===== src/rtl/risc_core_pkg.sv =====
// Shared definitions for the parametrised accumulator core: opcode encodings,
// FSM state encoding and an opcode-field extraction helper.
// Ports: none (package).
package risc_core_pkg;

    localparam int unsigned OPC_W = 3;
    localparam int unsigned MAX_W = 64;

    localparam logic [OPC_W-1:0] OP_HLT = 3'b000;
    localparam logic [OPC_W-1:0] OP_SKZ = 3'b001;
    localparam logic [OPC_W-1:0] OP_ADD = 3'b010;
    localparam logic [OPC_W-1:0] OP_AND = 3'b011;
    localparam logic [OPC_W-1:0] OP_XOR = 3'b100;
    localparam logic [OPC_W-1:0] OP_LDA = 3'b101;
    localparam logic [OPC_W-1:0] OP_STO = 3'b110;
    localparam logic [OPC_W-1:0] OP_JMP = 3'b111;

    typedef enum logic [2:0] {
        ST_IDLE  = 3'd0,
        ST_LOAD  = 3'd1,
        ST_FETCH = 3'd2,
        ST_EXEC  = 3'd3,
        ST_HALT  = 3'd4
    } state_t;

    // Opcode is the top three bits of a data_w-wide instruction word.
    function automatic logic [OPC_W-1:0] opcode_of(input logic [MAX_W-1:0] word,
                                                   input int unsigned     data_w);
        return OPC_W'(word >> (data_w - OPC_W));
    endfunction

endpackage


===== src/rtl/risc_core_mem.sv =====
// Unified instruction/data memory: 2^ADDR_W x DATA_W register array.
// Ports: clock; we/waddr/wdata single write port (synchronous);
//        fetch_addr -> fetch_data_c and oper_addr -> oper_data_c, two
//        combinational read ports. Contents are not reset.
module risc_core_mem
    import risc_core_pkg::*;
#(
    parameter int unsigned DATA_W = 8,
    parameter int unsigned ADDR_W = 5
) (
    input  logic              clock,
    input  logic              we,
    input  logic [ADDR_W-1:0] waddr,
    input  logic [DATA_W-1:0] wdata,
    input  logic [ADDR_W-1:0] fetch_addr,
    output logic [DATA_W-1:0] fetch_data_c,
    input  logic [ADDR_W-1:0] oper_addr,
    output logic [DATA_W-1:0] oper_data_c
);

    localparam int unsigned DEPTH = 2 ** ADDR_W;

    logic [DATA_W-1:0] mem_q [DEPTH];

    // Write port
    always_ff @(posedge clock) begin
        if (we) begin
            mem_q[waddr] <= wdata;
        end
    end

    // Read ports
    assign fetch_data_c = mem_q[fetch_addr];
    assign oper_data_c  = mem_q[oper_addr];

endmodule


===== src/rtl/risc_core_param.sv =====
// Parametrised accumulator CPU, eight-opcode ISA, two-cycle FETCH/EXEC schedule.
// Optional feature macro: RISC_CORE_CARRY_EN (adds the carry output/flag).
// Ports: clock; reset (async, active-low); load/load_addr/data_in program load;
//        run execute enable; Instruction (IR), Acc, Mem (last EXEC operand),
//        Program_counter, halted; carry (only with RISC_CORE_CARRY_EN).
module risc_core_param
    import risc_core_pkg::*;
#(
    parameter int unsigned DATA_W = 8,
    parameter int unsigned ADDR_W = 5
) (
    input  logic              clock,
    input  logic              reset,
    input  logic              load,
    input  logic [ADDR_W-1:0] load_addr,
    input  logic [DATA_W-1:0] data_in,
    input  logic              run,
    output logic [DATA_W-1:0] Instruction,
    output logic [DATA_W-1:0] Acc,
    output logic [DATA_W-1:0] Mem,
    output logic [ADDR_W-1:0] Program_counter,
    output logic              halted
`ifdef RISC_CORE_CARRY_EN
   ,output logic              carry
`endif
);

    state_t            state, state_d;
    logic [ADDR_W-1:0] pc_d;
    logic [DATA_W-1:0] ir_d, acc_d, mem_d;
    logic              halted_d;
`ifdef RISC_CORE_CARRY_EN
    logic              carry_d;
`endif

    logic              mem_we;
    logic [ADDR_W-1:0] mem_waddr;
    logic [DATA_W-1:0] mem_wdata;
    logic [DATA_W-1:0] fetch_data_c, oper_data_c;
    logic [ADDR_W-1:0] oper_addr_c;
    logic [OPC_W-1:0]  opcode_c;
    logic              skip_c;

    assign oper_addr_c = Instruction[ADDR_W-1:0];
    assign opcode_c    = opcode_of(MAX_W'(Instruction), DATA_W);

`ifdef RISC_CORE_CARRY_EN
    assign skip_c = (Acc == '0) || carry;
`else
    assign skip_c = (Acc == '0);
`endif

    risc_core_mem #(
        .DATA_W(DATA_W),
        .ADDR_W(ADDR_W)
    ) u_mem (
        .clock       (clock),
        .we          (mem_we),
        .waddr       (mem_waddr),
        .wdata       (mem_wdata),
        .fetch_addr  (Program_counter),
        .fetch_data_c(fetch_data_c),
        .oper_addr   (oper_addr_c),
        .oper_data_c (oper_data_c)
    );

    // State and datapath registers
    always_ff @(posedge clock or negedge reset) begin
        if (!reset) begin
            state           <= ST_IDLE;
            Program_counter <= '0;
            Instruction     <= '0;
            Acc             <= '0;
            Mem             <= '0;
            halted          <= 1'b0;
`ifdef RISC_CORE_CARRY_EN
            carry           <= 1'b0;
`endif
        end else begin
            state           <= state_d;
            Program_counter <= pc_d;
            Instruction     <= ir_d;
            Acc             <= acc_d;
            Mem             <= mem_d;
            halted          <= halted_d;
`ifdef RISC_CORE_CARRY_EN
            carry           <= carry_d;
`endif
        end
    end

    // Next state, datapath updates and memory write mux; load overrides everything
    always_comb begin
        state_d   = state;
        pc_d      = Program_counter;
        ir_d      = Instruction;
        acc_d     = Acc;
        mem_d     = Mem;
`ifdef RISC_CORE_CARRY_EN
        carry_d   = carry;
`endif
        mem_we    = 1'b0;
        mem_waddr = load_addr;
        mem_wdata = data_in;

        if (load) begin
            state_d = ST_LOAD;
            mem_we  = 1'b1;
        end else begin
            case (state)
                ST_IDLE: begin
                    if (run) begin
                        state_d = ST_FETCH;
                    end
                end
                ST_LOAD: begin
                    state_d = ST_IDLE;
                    pc_d    = '0;
                    acc_d   = '0;
                    ir_d    = '0;
                end
                ST_FETCH: begin
                    if (run) begin
                        ir_d    = fetch_data_c;
                        pc_d    = Program_counter + ADDR_W'(1);
                        state_d = ST_EXEC;
                    end
                end
                ST_EXEC: begin
                    state_d = ST_FETCH;
                    mem_d   = oper_data_c;
                    case (opcode_c)
                        OP_HLT: state_d = ST_HALT;
                        OP_SKZ: begin
                            if (skip_c) begin
                                pc_d = Program_counter + ADDR_W'(1);
                            end
                        end
                        OP_ADD: begin
`ifdef RISC_CORE_CARRY_EN
                            {carry_d, acc_d} = {1'b0, Acc} + {1'b0, oper_data_c};
`else
                            acc_d = Acc + oper_data_c;
`endif
                        end
                        OP_AND: begin
                            acc_d = Acc & oper_data_c;
`ifdef RISC_CORE_CARRY_EN
                            carry_d = 1'b0;
`endif
                        end
                        OP_XOR: begin
                            acc_d = Acc ^ oper_data_c;
`ifdef RISC_CORE_CARRY_EN
                            carry_d = 1'b0;
`endif
                        end
                        OP_LDA: begin
                            acc_d = oper_data_c;
`ifdef RISC_CORE_CARRY_EN
                            carry_d = 1'b0;
`endif
                        end
                        OP_STO: begin
                            mem_we    = 1'b1;
                            mem_waddr = oper_addr_c;
                            mem_wdata = Acc;
                        end
                        OP_JMP: pc_d = oper_addr_c;
                        default: ;
                    endcase
                end
                ST_HALT: state_d = ST_HALT;
                default: state_d = ST_IDLE;
            endcase
        end

        halted_d = (state_d == ST_HALT);
    end

endmodule


===== config.mk =====
export PLATFORM = sky130hd
export DESIGN_NAME = risc_core_param
export DESIGN_NICKNAME = d
export VERILOG_FILES = /design/src/rtl/risc_core_pkg.sv /design/src/rtl/risc_core_mem.sv /design/src/rtl/risc_core_param.sv
export SDC_FILE = /design/constraint.sdc
export NUM_CORES = 1
export LEC_CHECK = 0
export ABC_AREA = 1
export CORE_ASPECT_RATIO = 1.4
export CORE_UTILIZATION = 55
export CTS_BUF_LIST = sky130_fd_sc_hd__clkbuf_2
export CTS_CLUSTER_SIZE = 10
export DETAILED_ROUTE_END_ITERATION = 16
export PLACE_DENSITY = 0.75
export SYNTH_ARGS = -nofsm -noshare
export SYNTH_HDL_FRONTEND = slang
export SYNTH_SLANG_ARGS = --single-unit

===== constraint.sdc =====
create_clock -name clock -period 3.35 [get_ports clock]
set_clock_uncertainty 0.1 [all_clocks]
set_input_delay 0.67 -clock clock [delete_from_list [all_inputs] [get_ports clock]]
set_output_delay 0.67 -clock clock [all_outputs]
set_load 0.02 [all_outputs]

==> flow_metrics.py, run 1 <==
metrics = {
    "cts": {
        "root_buffer": "clkbuf_2",
        "clock_sinks": 289,
        "htreeDepth": 3,
        "clk_path_buf_depth": 3,
        "hold_buffers": 0,
        "tritoncts": "yes",
        "clk_latency_ns": 0.89,
        "path_clk_slew_ns": 0.12,
        "cts_made_buffers": 68,
    },
    "yosys": {
        "synth.net_count": 1758,
        "ys_types": 39,
        "ys_seq_area_share_pct": 56.88,
        "yosysTopAreaCellShare_pct": 51.36,
        "syn_avg_cell_area_sq_um": 8.646,
        "synth_area_sq_um": 14970,
        "yosysWarnings": 0,
        "syn_inst": 1731,
        "ys_top_cells_by_area": "edfxtp_1, nand2_1, nand3_1",
        "yosysTopAreaCell": "edfxtp_1",
        "ys_ff_latch": 289,
    },
    "floorplanning": {
        "dieArea_sq_um": 27890,
        "die_h_um": 197.2,
        "dieWidth_um": 141.4,
        "coreArea_sq_um": 26830,
        "ios": 47,
        "initial_core_util_pct": 55.79,
        "fp-row-count": 71,
    },
    "layout": {
        "post-route-util_pct": 63.06,
        "syn2layout_area_growth_pct": 13.03,
        "final_cell_mix": "nand2_1, edfxtp_1, nand3_1",
        "drive_gt1_share_pct": 11.78,
        "final_common_cell": "nand2_1",
        "nNetsFinal": 1848,
    },
    "worst_setup_path": {
        "cp.required_ns": 2.58,
        "cp_slowest_cell": "clkdlybuf4s50_1",
        "start_kind": "flip-flop",
        "arrival_ns": 2.44,
        "crit_chain": "buf_12 > buf_12 > clkdlybuf4s50_1",
        "max_stage_delay_ns": 0.66,
        "cp_max_fo": 36,
        "critPathMostFrequentCell": "buf_12",
        "critical_path_class": "flip-flop to output port",
        "crit_path_end_kind": "output port",
    },
    "power": {
        "power_density_nw_per_um2": 451.0,
        "seqPwrFrac_pct": 53.2,
        "total_power_mw": 7.630,
        "p_int_mw": 5.334,
        "clkPwrFrac_pct": 29.7,
        "swShare_pct": 30.09,
        "peakVddDrop_mv": 0.1956,
        "p_leak_nw": 6.699,
        "combinationalPowerShare_pct": 17.1,
        "p_sw_mw": 2.296,
    },
    "routing": {
        "routed_wl_mm": 45.01,
        "wl_per_cell_um": 20.15,
        "routed_via_density": 5.982,
        "firstDrtPassIters": 6,
        "vias": 13360,
        "drt-initial-drc-count": 1650,
        "ant_nets": 0,
        "drc_errors": 0,
    },
    "sta": {
        "tightestPinTransition_ns": 0.8313,
        "holdWs_ns": 0.09850,
        "slew_violations": 0,
        "finalHoldViolCount": 0,
        "fmax_ghz": 0.3115,
        "max-slew-margin-rel_pct": 44.38,
        "setup-tns-final_ns": 0,
        "setup_viol": 0,
        "period_share_pct": 95.82,
        "post-route-min-period_ns": 3.210,
    },
    "place": {
        "portBuffers": 46,
        "routabilityCongestion": 0.9860,
        "dp_hpwl_mm": 28.71,
    },
    "grt": {
        "antenna_found_initial": 1,
        "grt_pass1_vias": 13130,
        "grt_use_total_pct": 33.21,
        "grt_max_degree": 65,
        "grt_pass1_wl_mm": 69.72,
        "overflow": 0,
    },
    "worst_hold_path": {
        "holdCritPathClass": "primary input to async pin",
    },
    "status": {
        "status": "finished, final reports clean",
    },
    "flow_run": {
        "maxCapViolCount": 0,
    },
}
flip-flops by register name (all words and copies together), names as in the netlist:
register	flops
Program_counter	5
Instruction	8
Acc	8
halted	1
Mem	8
u_mem.mem_q	256
state	3
synth_stat cells (all sizes together):
cell,n
nor2,195
a21oi,25
o221ai,1
inv,55
a32oi,1
nand4,4
or2,2
mux2,7
xor2,5
fa,1
ha,9
o211ai,1
nand2,532
edfxtp,256
a31oi,1
dfrtp,33
a22oi,4
buf,43
nand3b,1
clkinv,4
a311oi,3
nor3,6
nand3,256
o22ai,67
clkbuf,68
nor4,1
o21ai,150
stage by stage:
stage | setup WS, ns | cell area [sq um] | std cells
2_1_floorplan | 0.2743 | 14970 | 1731
3_3_place_gp | 0.1612 | 16250 | 2115
3_5_place_dp | 0.06386 | 16250 | 2115
4_1_cts | 0.09483 | 16860 | 2232
5_1_grt | -0.01052 | 16920 | 2234
6_report | 0.1400 | 16920 | 2234
worst paths after layout:
kind	startpoint	end	slack (ns)	cells past startpoint
min in group clock	run	state[0]	0.41	3
max in group asynchronous	reset	Program_counter[0]	2.70	2
hold reg to reg	Mem[7]	Mem[7]	0.43	2
setup reg to reg	Instruction[0]	Acc[4]	0.17	18
hold / removal	reset	Acc[2]	0.1	2
setup / recovery	Instruction[0]	Instruction[0]	0.14	3
critical path: cells and delay by family (launching register included):
kind	cells	cell delay, ns
buf+inv	3	1.07
flops	1	0.46
layer usage:
layer  global-route usage [%]  up-vias  share of wire (%)
met3                    6.133      141                9.4
met4                    21.90        0                5.6
li1                         -     6171                  -
met1                    39.64     6239                 36
met2                    55.04      812                 49
met5                        0        -                  0
cells by family after synthesis:
| family | Yosys count | synth area share (%) |
|---|---|---|
| xor gates and xnor gates | 5 | 0.2926 |
| buffers and inverters | 170 | 4.531 |
| and+or+nand+nor | 997 | 27.65 |
| AOI/OAI and AO/OA | 253 | 9.238 |
| adders and majority gates | 10 | 0.8862 |
| muxes | 7 | 0.5267 |
| DFF | 289 | 56.88 |
power by group through the flow:
stage	Clock [mW]	Combinational [mW]	Sequential, mW
after floorplan	0	0.738	4.18
after global placement	0	1.24	4.14
after detailed placement	0	1.27	4.14
after CTS	2.31	1.27	4.06
after global routing	2.49	1.43	4.07
final	2.27	1.31	4.06
what timing repair did:
item,CTS,global route
setup endpoints to repair,0,5
buffers inserted,0,1
gates resized for setup,0,13
final cells by class:
type,instances,area (sq um)
multi-input cells,1272,5822
fillers,2271,9911
diodes,1,2.502
repair buffers,131,1277
clock buffers,91,455.4
clock inverters,26,152.6
inverters,59,227.7
well taps,365,456.7
flip-flops and latches,289,8523
(Power assumes the default switching activity.)
==> inputs of run 2 (changes only) <==
==> constraint.sdc (replaced) <==
create_clock -name clock -period 3.84 [get_ports clock]
set_clock_uncertainty 0.1 [all_clocks]
set_input_delay 0.768 -clock clock [delete_from_list [all_inputs] [get_ports clock]]
set_output_delay 0.768 -clock clock [all_outputs]
set_load 0.02 [all_outputs]
==> flow_metrics.py, run 2 (synthesized netlist as in run 1, its figures left out) <==
metrics = {
    "layout": {
        "fillers": 2319,
        "largest-register": "u_mem.mem_q",
        "final_cell_mix": "nand2_1, edfxtp_1, nand3_1",
        "drive_gt1_share_pct": 10.56,
        "syn2layout_area_growth_pct": 12.05,
        "largest_reg_flops": 256,
        "nNetsFinal": 1832,
        "final_common_cell": "nand2_1",
        "post-route-util_pct": 62.51,
    },
    "routing": {
        "wl_per_cell_um": 22.30,
        "vias": 13890,
        "routed_wl_mm": 49.55,
        "drt-initial-drc-count": 2071,
        "ant_nets": 0,
        "firstDrtPassIters": 6,
        "routed_via_density": 6.249,
        "drc_errors": 0,
    },
    "cts": {
        "cts_made_buffers": 61,
        "tritoncts": "yes",
        "htreeDepth": 2,
        "path_clk_slew_ns": 0.14,
        "clk_latency_ns": 0.95,
        "post_cts_resized": 0,
        "hold_buffers": 0,
        "post_cts_buffers": 0,
        "root_buffer": "clkbuf_2",
        "clk_path_buf_depth": 3,
        "clock_sinks": 289,
    },
    "worst_setup_path": {
        "r2r_start": "Instruction[0]",
        "cp.required_ns": 2.97,
        "crit_chain": "buf_4 > clkdlybuf4s50_1",
        "r2r_cells": 19,
        "r2r_setup_slack_ns": 0.42,
        "cp_max_fo": 70,
        "critical_path_class": "flip-flop to output port",
        "cp_slowest_cell": "clkdlybuf4s50_1",
        "arrival_ns": 2.61,
        "max_stage_delay_ns": 0.74,
        "start_kind": "flip-flop",
        "crit_path_end_kind": "output port",
        "r2r_end": "Acc[4]",
    },
    "sta": {
        "max-slew-margin-rel_pct": 45.75,
        "slew_violations": 0,
        "post-route-min-period_ns": 3.479,
        "fmax_ghz": 0.2874,
        "setup-tns-final_ns": 0,
        "period_share_pct": 90.60,
        "tightestPinTransition_ns": 0.8138,
        "holdWs_ns": 0.1310,
        "setup_viol": 0,
        "finalHoldViolCount": 0,
        "rsz0062_at_grt": "false",
    },
    "place": {
        "dp_hpwl_mm": 31.50,
        "portBuffers": 46,
        "routabilityCongestion": 0.9957,
    },
    "grt": {
        "overflow": 0,
        "grt_pass1_vias": 12850,
        "grt_use_total_pct": 36.17,
        "grt_pass1_wl_mm": 74.44,
        "antenna_found_initial": 3,
        "grt_max_degree": 100,
    },
    "floorplanning": {
        "coreArea_sq_um": 26830,
        "die_h_um": 197.2,
        "initial_core_util_pct": 55.79,
        "ios": 47,
        "dieWidth_um": 141.4,
        "dieArea_sq_um": 27890,
        "fp-row-count": 71,
    },
    "power": {
        "peakVddDrop_mv": 0.1901,
        "power_density_nw_per_um2": 393.7,
        "p_leak_nw": 6.630,
    },
    "flow_run": {
        "maxCapViolCount": 0,
    },
    "status": {
        "status": "finished, final reports clean",
    },
    "worst_hold_path": {
        "holdCritPathClass": "primary input to async pin",
    },
}
[run 2: cell types whose count changed in the layout (fill, tap and decap cells not counted), sizes merged]
cell    delta
buf        -9
clkbuf     -5
clkinv     +5
inv        -3
[run 2: final cells by class]
cell class | instances | area (sq um) | area share, %
sequential | 289 | 8523 | 50.82
multi-input combinational | 1272 | 5779 | 34.46
timing repair buffer | 122 | 1194 | 7.117
tap | 365 | 456.7 | 2.723
clock buffer | 86 | 430.4 | 2.566
inverter | 59 | 224.0 | 1.335
clock inverter | 28 | 161.4 | 0.9624
antenna | 1 | 2.502 | 0.01492
[run 2: where the power goes]
group          switching, mW  internal [mW]
sequential            0.0629           3.49
combinational          0.760          0.374
clock                   1.17          0.747
total                   2.00           4.61
[run 2: critical path, delay by kind of cell (launching register included)]
family	cells	cell delay, ns
buffers and inverters	2	1.33
DFF	1	0.37
[run 2: worst max path at each step]
stage	start	to	slack, ns	cells after the start
final	Program_counter[1]	Program_counter[1]	0.36	2
after global routing	Instruction[0]	Acc[4]	0.13	19
after CTS	Program_counter[1]	Program_counter[1]	0.32	2
after detailed placement	load	u_mem.mem_q[15][2]	0.39	9
after global placement	load	u_mem.mem_q[15][3]	0.48	9
after floorplan	load	u_mem.mem_q[0][3]	0.67	5
[run 2: metal layers]
| layer | GRT usage (%) | wire, um | up-vias |
|---|---|---|---|
| li1 | - | - | 6138 |
| met5 | 0 | 9 | - |
| met2 | 57.41 | 22920 | 1120 |
| met4 | 25.41 | 3859 | 2 |
| met3 | 7.055 | 5462 | 248 |
| met1 | 44.51 | 17300 | 6378 |
[run 2: stage by stage]
step,total power [mW],worst slack (ns),instance area [sq um],std cells
floorplan,4.290,0.6663,14970,1731
global placement,4.700,0.4829,16180,2107
detailed placement,4.714,0.3936,16180,2107
CTS,6.596,0.3238,16770,2221
global route,6.865,0.1344,16770,2222
finish,6.603,0.3608,16770,2222
==> inputs of run 3 (changes only) <==
--- a/config.mk
+++ b/config.mk
@@ -11,7 +11,9 @@
 export CTS_BUF_LIST = sky130_fd_sc_hd__clkbuf_2
 export CTS_CLUSTER_SIZE = 10
 export DETAILED_ROUTE_END_ITERATION = 16
+export GPL_TIMING_DRIVEN = 1
 export PLACE_DENSITY = 0.75
+export SLEW_MARGIN = 0
 export SYNTH_ARGS = -nofsm -noshare
 export SYNTH_HDL_FRONTEND = slang
 export SYNTH_SLANG_ARGS = --single-unit
==> constraint.sdc (replaced) <==
create_clock -name clock -period 4.5 [get_ports clock]
set_clock_uncertainty 0.1 [all_clocks]
set_input_delay 0.9 -clock clock [delete_from_list [all_inputs] [get_ports clock]]
set_output_delay 0.9 -clock clock [all_outputs]
set_load 0.02 [all_outputs]
==> flow_metrics.py, run 3 (synthesized netlist as in run 1, its figures left out) <==
metrics = {
    "layout": {
        "final-seq-area_sq_um": 8523,
        "final_cell_mix": "nand2_1, edfxtp_1, nand3_1",
        "syn2layout_area_growth_pct": 10.71,
        "drive_gt1_share_pct": 10.46,
        "multiInputGateArea_sq_um": 5779,
        "largest_reg_flops": 256,
        "nNetsFinal": 1828,
        "largest-register": "u_mem.mem_q",
        "final_cells": 2213,
        "post-route-util_pct": 61.76,
        "final_common_cell": "nand2_1",
        "fillers": 2339,
    },
    "floorplanning": {
        "die_h_um": 197.2,
        "coreArea_sq_um": 26830,
        "initial_core_util_pct": 55.79,
        "dieArea_sq_um": 27890,
        "dieWidth_um": 141.4,
        "fp-row-count": 71,
        "ios": 47,
    },
    "cts": {
        "clk_latency_ns": 0.94,
        "cts_made_buffers": 71,
        "path_clk_slew_ns": 0.11,
        "post_cts_buffers": 0,
        "hold_buffers": 0,
        "root_buffer": "clkbuf_2",
        "tritoncts": "yes",
        "clock_sinks": 289,
        "post_cts_resized": 0,
        "htreeDepth": 3,
        "clk_path_buf_depth": 3,
    },
    "grt": {
        "grt_pass1_wl_mm": 73.09,
        "grt_pass1_vias": 13160,
        "grt_use_total_pct": 35.13,
        "grt_max_degree": 89,
        "overflow": 0,
        "antenna_found_initial": 3,
    },
    "status": {
        "status": "finished, final reports clean",
    },
    "sta": {
        "setup-tns-final_ns": 0,
        "max-slew-margin-rel_pct": 36.51,
        "finalHoldViolCount": 0,
        "holdWs_ns": 0.2701,
        "tightestPinTransition_ns": 0.9523,
        "rsz0062_at_grt": "false",
        "setup_viol": 0,
        "post-route-min-period_ns": 3.853,
        "period_share_pct": 85.62,
        "fmax_ghz": 0.2595,
        "slew_violations": 0,
    },
    "routing": {
        "ant_nets": 0,
        "vias": 13690,
        "wl_per_cell_um": 21.67,
        "firstDrtPassIters": 6,
        "routed_via_density": 6.187,
        "routed_wl_mm": 47.95,
        "drt-initial-drc-count": 2089,
        "drc_errors": 0,
    },
    "power": {
        "power_density_nw_per_um2": 342.5,
        "p_leak_nw": 6.541,
        "total_power_mw": 5.676,
        "peakVddDrop_mv": 0.1545,
    },
    "worst_setup_path": {
        "crit_path_end_kind": "flip-flop",
        "cp.required_ns": 5.23,
        "arrival_ns": 4.59,
        "cp_max_fo": 20,
        "start_kind": "flip-flop",
        "critical_path_class": "flip-flop to flip-flop",
    },
    "flow_run": {
        "maxCapViolCount": 0,
    },
    "place": {
        "place_inst": 2093,
        "routabilityCongestion": 0.9327,
        "dp_hpwl_mm": 30.08,
        "portBuffers": 46,
    },
    "worst_hold_path": {
        "holdCritPathClass": "primary input to async pin",
    },
}
## run 3: cell count changes in the layout (fill, tap and decap cells not counted)
cell       delta
clkbuf_2     +11
buf_12        -8
clkinv_1      -8
buf_4         -6
diode_2       +2
bufinv_16     -1
inv_2         +1
## run 3: layer usage
layer / share of wire [%] / global-route usage (%) / wire, um / vias to the layer above
li1: - / - / - / 6136
met2: 46 / 55.50 / 22200 / 980
met4: 6.7 / 24.53 / 3209 / 2
met1: 36 / 42.63 / 17140 / 6360
met5: 0.027 / 0 / 13 / -
met3: 11 / 8.218 / 5392 / 214
## run 3: final cells by class
type / count / area share (%)
Timing Repair Buffer: 108 / 5.965
Tap cell: 365 / 2.756
Antenna cell: 3 / 0.04531
Inverter: 59 / 1.352
Clock inverter: 20 / 0.6343
Multi-Input combinational cell: 1272 / 34.88
Sequential cell: 289 / 51.44
Clock buffer: 97 / 2.930
## run 3: worst max-delay path: stages, from the launching register on
cell      delay [ns]
dfrtp_1         0.84
clkinv_1        0.70
nand2_1         0.22
nand3_1         0.20
nand2_1         0.15
inv_1           0.05
ha_1            0.24
fa_1            0.41
inv_1           0.11
o21ai_0         0.13
or2_2           0.30
a21oi_1         0.12
nor2_1          0.06
nand2_1         0.07
nand2_1         0.04
## run 3: worst paths after layout
check	start	endpoint	slack (ns)	cells past startpoint
min in group clock	Mem[4]	Mem[4]	0.47	2
max reg2reg	Instruction[3]	Acc[4]	0.65	14
min reg2reg	Mem[4]	Mem[4]	0.47	2
max	Instruction[3]	Acc[4]	0.65	14
max in group asynchronous	reset	Program_counter[0]	3.64	2
min	reset	Acc[2]	0.27	2
## run 3: per-stage QoR
stage / area [sq um] / setup slack, ns
after floorplan: 14970 / 1.194
after global placement: 15970 / 0.6948
after detailed placement: 15970 / 0.6452
after CTS: 16560 / 0.7785
after global routing: 16570 / 0.3754
final: 16570 / 0.6471
## run 3: power breakdown
group          switching, mW  internal (mW)  leakage (nW)  total (mW)
combinational          0.623          0.303          3.35       0.926
sequential            0.0789           2.97          2.73        3.05
clock                   1.06          0.633         0.459        1.70
==> RTL edit 1: new RTL, flow settings as in run 1 <==
Add a define of `RISC_CORE_CARRY_EN`.
--- a/src/rtl/risc_core_param.sv
+++ b/src/rtl/risc_core_param.sv
@@ -3,6 +3,8 @@
 // Ports: clock; reset (async, active-low); load/load_addr/data_in program load;
 //        run execute enable; Instruction (IR), Acc, Mem (last EXEC operand),
 //        Program_counter, halted; carry (only with RISC_CORE_CARRY_EN).
+`define RISC_CORE_CARRY_EN
+
 module risc_core_param
     import risc_core_pkg::*;
 #(
Behaviour (old outputs only; new: carry): same outputs for any inputs over 4 cycles, from zero or initial values and one cycle with reset low; that may be too few to reach the edited logic, so the function may still have changed.
==> RTL edit 1 against run 1 <==
- sequential power hardly changed
- die area is 1.1% higher
- synthesized area is 1.1% higher
- total power is 0.10% lower
- wire length is 8.3% higher
- sequential cell count is 1 higher
- setup slack better by 26 ps
- cell area is 1.5% higher
- largest power group unchanged
==> RTL edit 1: results (changes against run 1) <==
Run status
Status: finished, final reports clean (unchanged).

Yosys
The xor/xnor share of the synthesized area is 0.405% (was 0.293%). The arithmetic-cell share of the synthesized area counting full adders, half adders and majority gates was 0.876% (was 0.886%). Most area-consuming cells after synthesis: edfxtp_1 51%, nand2_1 14%, nand3_1 7.6% (was edfxtp_1 51%, nand2_1 13%, nand3_1 8.5%). The share of cell area taken by muxes after synthesis came to 0.529% (was 0.527%). The sequential fraction of the synthesis area is 56.4% (was 56.9%). The area fraction in compound gates after synthesis is 9.99% (was 9.24%). The fraction of synthesis flops using an asynchronous set or reset pin is 11.7% (was 11.4%). The total nets after synthesis is 1,766 (was 1,758). The number of synthesis warnings came to 0 (unchanged).

Setup path
The top cell family by delay on the critical path is simple AND/OR/NAND/NOR gates (was buffers and inverters). The stage delay of the slowest cell on the critical path came to 550 ps (was 660 ps). The biggest fanout along the worst timing path was 34 (was 36). The last element of the critical path is Acc[6] (was Instruction[0]).

The slowest stage cell on the critical path is dfrtp_4 (was clkdlybuf4s50_1). The critical path arrival was 3890 ps (was 2440 ps). The cell count of the worst reg-to-reg path is 19 (was 18).

Global routing
The met3 usage came to 6.94% (was 6.13%). The wire length of the first global-routing pass is 72.9 mm (was 69.7 mm). The met2 usage in global routing came to 56.6% (was 55.0%).

The maximum number of pins on one net before global-route repair came to 69 (was 65). The via count of the first global-routing pass is 13,000 (was 13,100). The total routing usage reported by global routing is 35.1% (was 33.2%).

The met1 usage in global routing is 42.4% (was 39.6%).

Min path
The class of the worst hold path is primary input to asynchronous set/reset pin (unchanged).

Timing
The relative slew slack is 53.5% (was 44.4%). The worst hold slack came to 23.9 ps (was 98.5 ps).

CTS
The total clock buffers created by CTS is 72 (was 68). The clock latency reported for the late side of the worst-skew pair was 950 ps (was 890 ps). The clock-pin slew of the registers on the worst-case setup and hold paths is 120 ps (about the same).

Place
The count of input and output buffers was 47 (was 46). The final weighted congestion in routability-driven placement is 0.992 (was 0.986). The detailed placement HPWL came to 30.6 mm (was 28.7 mm).

Routing
The per-cell routed wire length is 21.6 um (was 20.1 um). The overall via count from detail_route is 13,700 (was 13,400). The routed metal-1 wire length is 17.9 mm (was 16.4 mm). The first-pass iteration count of the detailed router is 7 (was 6). The top metal layer carrying routed signals was met4 (unchanged).

The iteration-0 DRC count of the detailed router came to 1,715 (was 1,650). The wire length on met3 came to 4.74 mm (was 4.23 mm). The wire length on met2 was 23.1 mm (was 21.9 mm).

Power
The proportion of total power due to net switching is 30.8% (was 30.1%). The peak supply drop is 0.000215 V (was 0.000196 V). The power dissipated by switching net loads is 2350 uW (was 2300 uW). The leakage power is 0.00688 uW (was 0.00670 uW).

The power in sequential cells is 4060 uW (about the same). The share of power burned in combinational logic is 16.2% (was 17.1%).

Finish
The fraction of layout instances using a drive strength above 1 is 13.1% (was 11.8%). The final layout net count came to 1,864 (was 1,848).
[RTL edit 1: cell count changes in the layout (fill, tap and decap cells not counted), sizes merged, moves of 8 or more]
cell | run 1 | this run
a21boi | 0 | 24
a21oi | 25 | 60
a221oi | 0 | 8
clkbuf | 91 | 109
mux2i | 0 | 8
nand2 | 532 | 595
nand3 | 256 | 231
nor2 | 195 | 161
o21ai | 150 | 133
o22ai | 67 | 35
[RTL edit 1: final cells by class]
cell class	count	area [um^2]
multi-input cells	1287	5970
fillers	2268	9750
flip-flops and latches	290	8550
clock buffers	107	536
clock inverters	25	98.8
well taps	365	457
diodes	2	5.00
repair buffers	129	1340
inverters	57	218
[RTL edit 1: through the flow]
stage	worst slack, ps	setup TNS, ps	utilization [%]	cell area [um^2]	std cells
after floorplan	111	0	-	15100	1739
after global placement	245	0	61.1	16400	2125
after detailed placement	231	0	61.1	16400	2125
after CTS	173	0	63.4	17100	2257
after global routing	-3.77	-3.77	63.8	17200	2261
final	166	0	63.8	17200	2262
==> RTL edit 2: new RTL, settings of run 1 <==
Made on the original files. Remove the case item `OP_SKZ` of the case on `opcode_c`.
--- a/src/rtl/risc_core_param.sv
+++ b/src/rtl/risc_core_param.sv
@@ -131,11 +131,6 @@
                     mem_d   = oper_data_c;
                     case (opcode_c)
                         OP_HLT: state_d = ST_HALT;
-                        OP_SKZ: begin
-                            if (skip_c) begin
-                                pc_d = Program_counter + ADDR_W'(1);
-                            end
-                        end
                         OP_ADD: begin
 `ifdef RISC_CORE_CARRY_EN
                             {carry_d, acc_d} = {1'b0, Acc} + {1'b0, oper_data_c};
Formal check against the unedited RTL: not equivalent (Yosys sat finds a counterexample within 4 cycles, from zero or initial values and one cycle with reset low).
==> RTL edit 2 against run 1 <==
- synthesized cell count fell by 1.0%
- via count rose by 0.27%
- count of clock-buffer cells in the layout rose by 11
- setup slack improved by 32 ps
- clock power fell by 3%
- synthesized area barely moved
- sequential cell count did not move
- sequential share of layout area rose by 0.96 points
- wire length fell by 0.13%
- cell area fell by 1.9%
- combinational power fell by 15%
- total power fell by 3.5%
- critical path type is now flip-flop to flip-flop
==> RTL edit 2: results (changes against run 1) <==
CTS
The number of setup buffers added after CTS came to 0 (unchanged). The total clock buffers created by CTS is 67 (was 68). The clock latency reported for the late side of the worst-skew pair is 890 ps (about the same). The buffer levels on the longest clock path was 3 (unchanged). The cell chosen for the clock root is clkbuf_2 (unchanged).

Timing
The number of pins exceeding their max-slew limit in the final report is 0 (unchanged). The relative slew slack came to 48.4% (was 44.4%).

Finish
The fraction of layout instances using a drive strength above 1 is 11.0% (was 11.8%). The flip-flop count of the largest register, all copies and words added is 256 (unchanged). The non-filler instance count after layout came to 2,191 (was 2,234). The final layout net count is 1,811 (was 1,848).

Global routing
The total routing usage reported by global routing came to 33.0% (was 33.2%). The maximum number of pins on one net before global-route repair is 76 (was 65). The via count of the first global-routing pass is 12,800 (was 13,100). The wire length of the first global-routing pass is 69.0 mm (was 69.7 mm).

The initial antenna violation count is 1 (unchanged).

Setup path
The biggest fanout along the worst timing path was 66 (was 36). The critical path arrival is 3830 ps (was 2440 ps).

Power
The proportion of total power due to net switching is 28.9% (was 30.1%). The leakage power came to 0.00659 uW (was 0.00670 uW). The peak supply drop is 0.000183 V (was 0.000196 V).

Yosys
The total nets after synthesis was 1,740 (was 1,758). The sequential fraction of the synthesis area was 56.9% (about the same). The most common flop cell mapped by yosys is edfxtp_1 (unchanged). The distinct cell type count after synthesis was 38 (was 39). Most area-consuming cells after synthesis: edfxtp_1 51%, nand2_1 14%, nand3_1 8.8% (was edfxtp_1 51%, nand2_1 13%, nand3_1 8.5%).

The number of flops mapped to enable cells by yosys is 256 (unchanged). Most used standard cells in the synthesized netlist: 549 x nand2_1, 264 x nand3_1, 256 x edfxtp_1 (was 530 x nand2_1, 256 x edfxtp_1, 255 x nand3_1). The synthesized area per cell is 8.73 um^2 (was 8.65 um^2).

Place
The detailed placement HPWL is 27.7 mm (was 28.7 mm). The final weighted congestion in routability-driven placement was 0.912 (was 0.986). The instance count after placement with tap cells included is 2,080 (was 2,115). The total cell area at the placement stage was 16,000 um^2 (was 16,200 um^2).

Routing
The iteration-0 DRC count of the detailed router is 1,832 (was 1,650). The overall via count from detail_route came to 13,400 (about the same). The total routed wirelength was 45.0 mm (about the same). The first-pass iteration count of the detailed router is 6 (unchanged).

Run status
Status: finished, final reports clean (unchanged).
## RTL edit 2: worst max-delay path: stages (launching register included)
cell and delay, ps:
dfrtp_4 470, clkinv_2 110, buf_12 190, nand2_1 120
nand3_1 70, nand3_1 130, nand2_1 120, nand2_1 80
nand3_1 110, and2_1 210, ha_1 420, inv_1 80
o21ai_0 290, nand4_1 170, nand3_1 110, nand3_1 80
nand3_1 90, nand2_1 50
## RTL edit 2: routing by layer
layer / track usage, % / share of wire (%)
met5: 0 / 0
met4: 19.8 / 5.0
met3: 5.26 / 10
met2: 54.8 / 49
met1: 40.5 / 36
## RTL edit 2: through the flow
step | worst slack, ps | util [%]
after floorplan | 431 | -
after global placement | 285 | 59.8
after detailed placement | 295 | 59.8
after CTS | 275 | 61.8
after global routing | 2.37 | 61.9
final | 172 | 61.9
## RTL edit 2: cells by family (layout without fill, tap and decap cells)
| kind of cell | Yosys count | in the layout | share of synthesized area (%) |
|---|---|---|---|
| flops | 289 | 289 | 56.9 |
| fa+ha+maj | 10 | 10 | 0.887 |
| xor+xnor | 4 | 4 | 0.234 |
| other cells | 0 | 3 | 0 |
| buf+inv | 159 | 269 | 4.48 |
| simple gates | 1001 | 1001 | 27.9 |
| compound gates | 242 | 242 | 8.94 |
| mux | 8 | 8 | 0.602 |
## RTL edit 2: power by group through the flow
| stage | Combinational, uW | Clock (uW) | Sequential [uW] |
|---|---|---|---|
| CTS | 1100 | 2230 | 4050 |
| detailed placement | 1100 | 0 | 4130 |
| global route | 1220 | 2390 | 4050 |
| finish | 1120 | 2200 | 4050 |
| global placement | 1080 | 0 | 4130 |
| floorplan | 636 | 0 | 4170 |
## RTL edit 2: path summary, 6_finish.rpt
kind | endpoint | slack (ps) | startpoint | cells after the start
max | Acc[7] | 170 | Instruction[0] | 17
max reg2reg | Acc[7] | 170 | Instruction[0] | 17
min in group clock | state[1] | 360 | run | 3
min reg2reg | Mem[7] | 390 | Mem[7] | 2
max in group asynchronous | Instruction[0] | 2660 | reset | 2
min | Instruction[1] | 110 | reset | 2
## RTL edit 2: area by class of cell
class | count | area, um^2
Sequential cell | 289 | 8520
Clock inverter | 6 | 51.3
Multi-Input combinational cell | 1265 | 5770
Antenna cell | 3 | 7.51
Timing Repair Buffer | 112 | 1090
Inverter | 49 | 186
Tap cell | 365 | 457
Clock buffer | 102 | 510
Fill cell | 2286 | 10200
